===== src/rtl/arb_pkg.sv =====
// rtl/arb_pkg.sv - shared constants for the round-robin arbiter
package arb_pkg;

    localparam int NREQ             = 8;
    localparam int IDW              = 3;
    localparam int HOLD_MAX_DEFAULT = 16;

    localparam logic [0:0] ST_IDLE = 1'b0;
    localparam logic [0:0] ST_BUSY = 1'b1;

endpackage


===== src/rtl/decoder3to8.sv =====
// rtl/decoder3to8.sv - 3-to-8 one-hot decoder
module decoder3to8 (
    input  logic [2:0] a,
    output logic [7:0] y
);

    assign y = 8'b0000_0001 << a;

endmodule


===== src/rtl/rr_arbiter8.sv =====
// rtl/rr_arbiter8.sv - 8-way round-robin arbiter with hold-time preemption
module rr_arbiter8
    import arb_pkg::*;
#(
    parameter int HOLD_MAX = HOLD_MAX_DEFAULT,
    parameter int CW       = 8
) (
    input  logic            clk,
    input  logic            rst_n,
    input  logic [NREQ-1:0] req,
    output logic [NREQ-1:0] grant,
    output logic [IDW-1:0]  grant_id,
    output logic            grant_valid,
    output logic            preempt
);

    localparam logic [CW-1:0] HOLD_LAST = CW'(HOLD_MAX - 1);

    logic [0:0]      state;
    logic [IDW-1:0]  last_id;
    logic [CW-1:0]   hold_cnt;
    logic [NREQ-1:0] owner_onehot;
    logic [NREQ-1:0] others;
    logic [IDW-1:0]  win_all;
    logic [IDW-1:0]  win_others;
    logic            own_req;
    logic            timeout;

    // First set bit at or after last+1, wrapping; iterating downward lets the nearest bit win.
    function automatic logic [IDW-1:0] rr_winner(input logic [NREQ-1:0] r,
                                                 input logic [IDW-1:0]  last);
        logic [IDW-1:0] idx;
        logic [IDW-1:0] result;
        result = last;
        for (int k = NREQ; k >= 1; k--) begin
            idx = last + IDW'(k);
            if (r[idx]) result = idx;
        end
        return result;
    endfunction

    decoder3to8 u_dec (
        .a (grant_id),
        .y (owner_onehot)
    );

    assign grant      = owner_onehot & {NREQ{grant_valid}};
    assign own_req    = req[grant_id];
    assign others     = req & ~owner_onehot;
    assign timeout    = (hold_cnt == HOLD_LAST);
    assign win_all    = rr_winner(req, last_id);
    assign win_others = rr_winner(others, last_id);

    always_ff @(posedge clk or negedge rst_n) begin
        if (!rst_n) begin
            state       <= ST_IDLE;
            grant_id    <= '0;
            last_id     <= IDW'(NREQ - 1);
            hold_cnt    <= '0;
            grant_valid <= 1'b0;
            preempt     <= 1'b0;
        end else begin
            preempt <= 1'b0;
            if (state == ST_IDLE) begin
                if (|req) begin
                    grant_id    <= win_all;
                    last_id     <= win_all;
                    grant_valid <= 1'b1;
                    hold_cnt    <= '0;
                    state       <= ST_BUSY;
                end
            end else begin
                // Release is checked before timeout so a coinciding drop never flags preempt.
                if (!own_req) begin
                    hold_cnt <= '0;
                    if (|others) begin
                        grant_id <= win_others;
                        last_id  <= win_others;
                    end else begin
                        grant_valid <= 1'b0;
                        state       <= ST_IDLE;
                    end
                end else if (timeout) begin
                    hold_cnt <= '0;
                    if (|others) begin
                        grant_id <= win_others;
                        last_id  <= win_others;
                        preempt  <= 1'b1;
                    end
                end else begin
                    hold_cnt <= hold_cnt + 1'b1;
                end
            end
        end
    end

endmodule


===== config.mk =====
export PLATFORM = sky130hd
export DESIGN_NAME = rr_arbiter8
export DESIGN_NICKNAME = d
export VERILOG_FILES = /design/src/rtl/arb_pkg.sv /design/src/rtl/decoder3to8.sv /design/src/rtl/rr_arbiter8.sv
export SDC_FILE = /design/constraint.sdc
export NUM_CORES = 1
export LEC_CHECK = 0
export ABC_AREA = 1
export ABC_CLOCK_PERIOD_IN_PS = 2260
export BUFFER_PORTS_ARGS = -buffer_cell sky130_fd_sc_hd__clkbuf_2
export CORE_MARGIN = 1.5
export CORE_UTILIZATION = 55
export DETAILED_ROUTE_END_ITERATION = 7
export PLACE_DENSITY = 0.78
export SLEW_MARGIN = 20
export SYNTH_ARGS = -nofsm -noshare
export SYNTH_HDL_FRONTEND = slang
export SYNTH_SLANG_ARGS = --single-unit

===== constraint.sdc =====
create_clock -name clk -period 2.26 [get_ports clk]
set_input_delay 0.452 -clock clk [delete_from_list [all_inputs] [get_ports clk]]
set_output_delay 0.452 -clock clk [all_outputs]
set_load 0.1 [all_outputs]

-- Yosys cells after proc, flatten, opt, wreduce, memory -nomap -nowiden
Index checks and enable logic that the tools add are counted.
- word-level logic and storage cells: 103
- flip-flop bits (word level): 17
- output and inout bits: 13
- reduce and logical (&&, ||, !) cells: 5
- equality and inequality tests: 4
- shift-type cells: 1
- bitwise gates (word level): 3
- multiplexer cells: 68
- add/subtract/negate cells: 8
- $lt $le $gt $ge: 8
- operators by type and width (cell ; count):
    $mux 3 ; 23
    $bmux 1 s3 ; 15
    $lt 3x4->1 const B ; 8
    $mux 8 ; 4
    $mux 1 ; 26
    $and 8x8->8 ; 2
    $reduce_or 8->1 ; 2
    $add 3x3->3 const B ; 4
    $add 8x1->8 const B ; 1
    $eq 8x4->1 const B ; 1
    $not 8->8 ; 1
    $shl 1x3->8 const A ; 1
    $add 3x2->3 const B ; 2
    $ne 2x2->1 const B ; 2
    $add 3x1->3 const B ; 1
    $ne 3x2->1 const B ; 1
    $reduce_and 3->1 ; 1
    $reduce_and 2->1 ; 1
    $reduce_bool 2->1 ; 1

-- Longest topological paths before layout
- depth after elaboration: 16
- depth in mapped cells: 20

-- Cells and area by module
Synthesis repeated with hierarchy kept, for this count alone.
- cells, all modules: 373
- area, all modules: 2130.8 um^2
- modules (own cells, without submodules) (module ; area an instance (um^2) ; instances ; sequential area each (um^2) ; cells each):
    rr_arbiter8 ; 2074.5 ; 1 ; 429.2 ; 358
    decoder3to8 ; 56.3 ; 1 ; 0.0 ; 15

-- Worst setup path after synthesis
Ideal clock, no wire load.
- kind: register to output
- start: reg grant_valid
- end: out grant[0]
- buffers on the path: 0
- slack: -0.863 ns
- data required time: 1.808 ns
- stages on the path, launching flop included: 3
- arrival time: 2.671 ns
- cells stage by stage: dfrtp_1 > clkinv_1 > nor2_1
- cells in the longest elaborated chain, start to end: 1
- RTL lines (what ; RTL line ; source):
    start: declaration ; rr_arbiter8.sv:13 ; output logic grant_valid,
    start signal: assignment ; rr_arbiter8.sv:60 ; grant_valid <= 1'b0;
    start signal: assignment ; rr_arbiter8.sv:68 ; grant_valid <= 1'b1;
    start signal: assignment ; rr_arbiter8.sv:80 ; grant_valid <= 1'b0;
    $and 8x8->8 ; rr_arbiter8.sv:47 ; assign grant = owner_onehot & {NREQ{grant_valid}};
    end: declaration ; rr_arbiter8.sv:11 ; output logic [NREQ-1:0] grant,
No other way between the ends.

-- Final worst setup path
- start: reg last_id[0]
- end: reg grant_id[2]
- cells in the longest elaborated chain, start to end: 14
- RTL lines (what ; RTL line ; source):
    start: declaration ; rr_arbiter8.sv:20 ; logic [IDW-1:0] last_id;
    start signal: assignment ; rr_arbiter8.sv:58 ; last_id <= IDW'(NREQ - 1);
    start signal: assignment ; rr_arbiter8.sv:67 ; last_id <= win_all;
    start signal: assignment ; rr_arbiter8.sv:78 ; last_id <= win_others;
    $add 3x3->3 ; rr_arbiter8.sv:36 ; idx = last + IDW'(k);
    $bmux 1 s3 ; rr_arbiter8.sv:37 ; if (r[idx]) result = idx;
    $mux 1 (implied by the code) ; rr_arbiter8.sv:37 ;
    $mux 3 (7 in series) ; rr_arbiter8.sv:37 ;
    $mux 3 ; rr_arbiter8.sv:76, rr_arbiter8.sv:85 ;
    $mux 3 ; rr_arbiter8.sv:83 ; end else if (timeout) begin
    $mux 3 ; rr_arbiter8.sv:74 ; if (!own_req) begin
    $mux 3 * ; rr_arbiter8.sv:64 ; if (state == ST_IDLE) begin
    end signal: assignment ; rr_arbiter8.sv:66 ; grant_id <= win_all;
    end signal: assignment ; rr_arbiter8.sv:77 ; grant_id <= win_others;
    end signal: assignment ; rr_arbiter8.sv:86 ; grant_id <= win_others;
    end: declaration ; rr_arbiter8.sv:12 ; output logic [IDW-1:0] grant_id,
Every way passes the cells marked *; elsewhere a longest branch is shown, timed or not. The select of a mux whose other input is x is not followed.
A chain may end at the register's enable or synchronous reset.

==> metrics.md <==
| Metric | Value |
|---|---|
| Synth Area in XOR/XNOR | `0.02730` |
| Final setup fails | `0` |
| Avg Synthesized Cell Area | `6.439 µm²` |
| Synth Area in Compound Gates | `0.1237` |
| Final core utilization | `0.6798` |
| Diode count | `0` |
| Setup slack, reg-to-reg | `0.07 ns` |
| Crit-path slowest cell | `dfstp_2` |
| Largest net degree at the start of global routing | `25` |
| Largest family of logic cells by synthesized area | `simple AND/OR/NAND/NOR gates` |
| GRT overflow | `0` |
| Worst slew pin tran | `roughly 0.55 ns` |
| Post-synth EDFFs | `0` |
| GRT Overall Usage | `0.2828` |
| H-tree depth | `1` |
| First-pass GRT wire length | `9867 µm` |
| Worst Path Buf+Inv | `2` |
| Arrival time at the worst endpoint | `2.35 ns` |
| Layout area overhead | `17.18%` |
| Area of the die | `4650 µm²` |
| Synthesized instance count | `363` |
| Slew margin rel. | `0.6369` |
| CP Depth | `16` |
| Top FF cell, synth | `dfrtp_1` |
| CTS buffer count | `3` |
| Vias | `2539` |
| Die height | `68.19 µm` |
| Core area | `~4000 µm²` |
| Worst Path Required | `~2.4 ns` |
| Drt drc | `0` |
| Simple-gate share of the synthesized area | `0.5219` |
| Clk root buf | `clkbuf_8` |
| Final Cycle Share | `0.9712` |
| Fin. Hold Viols | `0` |
| HP Class | `in2async` |
| Vias/cell | `5.718` |
| Worst slack at placement | `roughly 0.051 ns` |
| Worst skew pair latency | `0.26 ns` |
| RSZ-0062 raised after global routing | `yes` |
| DRT Wirelength | `6386 µm` |
| Post-route ant nets | `0` |
| Register area share after synthesis | `0.1836` |
| Syn_nets | `376` |
| CP Capture Type | `flop` |
| Crit path max fanout | `5` |
| Worst setup margin | `between 0.06 and 0.07 ns` |
| Final min period | `2.195 ns` |
| Total iterations of the first detailed-routing run | `5` |
| Max_cap viols | `0` |
| CTS tree | `done` |
| FMAX | `around 0.46 GHz` |
| Mapped Area | `2337 µm²` |
| R2r startpoint | `last_id[0]` |
| Nets | `408` |
| Wire per inst | `14.38 µm` |
| Adder-cell share of the synthesized area | `0.01606` |
| Port buffer count | `22` |
| Async set-reset flop share out of synthesis | `1.000` |
| Count of pins over their slew limit | `0` |
| Post-Place Cells | `430` |
| Crit path max-delay family | `simple AND/OR/NAND/NOR gates` |
| IO Pins | `23` |
| RR Endpoint | `grant_id[2]` |
| Ratio of cells with drive above 1 in the final layout | `0.3680` |
| Initial antenna violation count | `0` |
| Synth Warn # | `0` |
| Row Count | `23` |
| Clock slew at reported path FFs | `0.07 ns` |
| Detailed Place HPWL | `4851 µm` |
| Final Skew | `0.002696 ns` |
| TritonCTS Sinks | `17` |
| Status | `finished, final reports clean` |
| Cell mode on critical path | `nand2_1` |
| RD Place Congestion | `1.018` |
| Hold_buf cts | `0` |
| Final cell count without fillers | `approximately 440` |
| Setup CP Type | `reg2reg` |
| Flops & latches, synth | `17` |
| Die width | `about 68 µm` |
| Distinct cell type count after synthesis | `43` |
| Max Buffers Root-to-Sink | `2` |
| R2R depth | `16` |
| Number of global-route vias before repair | `between 2000 and 2500` |
| Critical-path cell list | `inv_6, ha_4, buf_8, nand3_2, nand3_2, nand2_1, nand2_1, nor2_1, o21ai_1, nand2_1, nand2_1, nand2_2, nand2_1, a21oi_2, nand2_2, nand2_1` |
| Slowest stage delay, CP | `0.64 ns` |
| Initial Util | `0.5801` |
| Initial drt markers | `between 300 and 400` |
| Multiplexer share of the synthesized area | `0` |
| Worst Setup Start Kind | `flop` |
[cell families (layout without fill, tap and decap cells)]
| logic type | count (synthesis) | after routing |
|---|---|---|
| AOI/OAI and AO/OA | 46 | 46 |
| adders and majority gates | 3 | 3 |
| and+or+nand+nor | 238 | 238 |
| DFF | 17 | 17 |
| xor gates and xnor gates | 3 | 3 |
| buffers and inverters | 56 | 87 |
[registers in the layout (all words and copies together), names as in the netlist]
signal and flops:
grant_valid 1, preempt 1, state 1, hold_cnt 8, grant_id 3, last_id 3
[synthesized netlist by cell type (all sizes together) (2+ instances only)]
library cell | n | share of area
nor2 | 30 | 0.064
nand4 | 2 | 0.0054
nor3 | 5 | 0.013
a21oi | 20 | 0.046
o211ai | 3 | 0.014
dfstp | 3 | 0.034
o21ai | 13 | 0.031
o22ai | 4 | 0.011
dfrtp | 14 | 0.15
buf | 12 | 0.052
xor2 | 2 | 0.016
nand3 | 72 | 0.21
inv | 43 | 0.073
ha | 3 | 0.016
nand2 | 126 | 0.22
[layout by cell type (no fill, tap or decap), types with 2 or more instances in the layout]
cell | Yosys | layout
nor3_1 | 4 | 4
inv_6 | 1 | 2
clkbuf_8 | 0 | 3
inv_1 | 28 | 27
nand3_1 | 45 | 43
nand2_1 | 110 | 105
nand2_2 | 16 | 21
o22ai_1 | 4 | 4
nand4_1 | 2 | 2
clkbuf_2 | 0 | 22
o211ai_2 | 2 | 2
nand3_2 | 27 | 27
nor2_4 | 2 | 10
o21ai_1 | 4 | 5
a21oi_2 | 2 | 4
dfrtp_1 | 14 | 10
inv_2 | 12 | 12
dfstp_2 | 3 | 2
nand3_4 | 0 | 2
o21ai_2 | 2 | 2
dfrtp_2 | 0 | 3
a21oi_1 | 18 | 16
nor2_2 | 2 | 3
inv_4 | 2 | 2
buf_4 | 1 | 13
nor2_1 | 25 | 16
o21ai_0 | 7 | 6
[per-layer routing]
layer	vias up	wire length (µm)	global-route usage	part of all wire
met2	103	3071	0.4830	0.48
met4	0	199	0.1075	0.031
met5	-	0	0	0
met3	25	405	0.03947	0.063
met1	1156	2711	0.3598	0.42
li1	1255	-	-	-
[how the worst max path moves through the flow]
stage	startpoint	to	slack [ns]
global placement	last_id[0]	grant_id[2]	0.06
global route	last_id[0]	last_id[1]	-0.01
floorplan	last_id[0]	grant_id[1]	0.04
CTS	last_id[0]	last_id[2]	0.03
finish	last_id[0]	grant_id[2]	0.07
detailed placement	last_id[0]	grant_id[2]	0.05
[layout make-up]
class	count	area, µm²
Fill cell	371	1290
Clock buffer	3	41.29
Multi-Input combinational cell	290	1733
Inverter	44	181.4
Timing Repair Buffer	39	272.8
Sequential cell	17	440.4
Tap cell	50	62.56
Clock inverter	1	7.507
[what timing repair did]
action,in CTS,in global routing
buffers inserted,0,9
resized for setup,0,24
endpoints found under the setup margin,0,6
[through the flow]
step | hold WS, ns | TNS [ns] | cell area, µm²
3_3_place_gp | 0.3954 | 0 | 2506
2_1_floorplan | 0.1564 | 0 | 2410
6_report | 0.1139 | 0 | 2739
3_5_place_dp | 0.3987 | 0 | 2506
5_1_grt | 0.1448 | -0.02435 | 2739
4_1_cts | 0.1236 | 0 | 2555
Power is left out: the tool's default activity adds up to more than one toggle a clock period on the data nets, which glitch-free logic cannot reach.
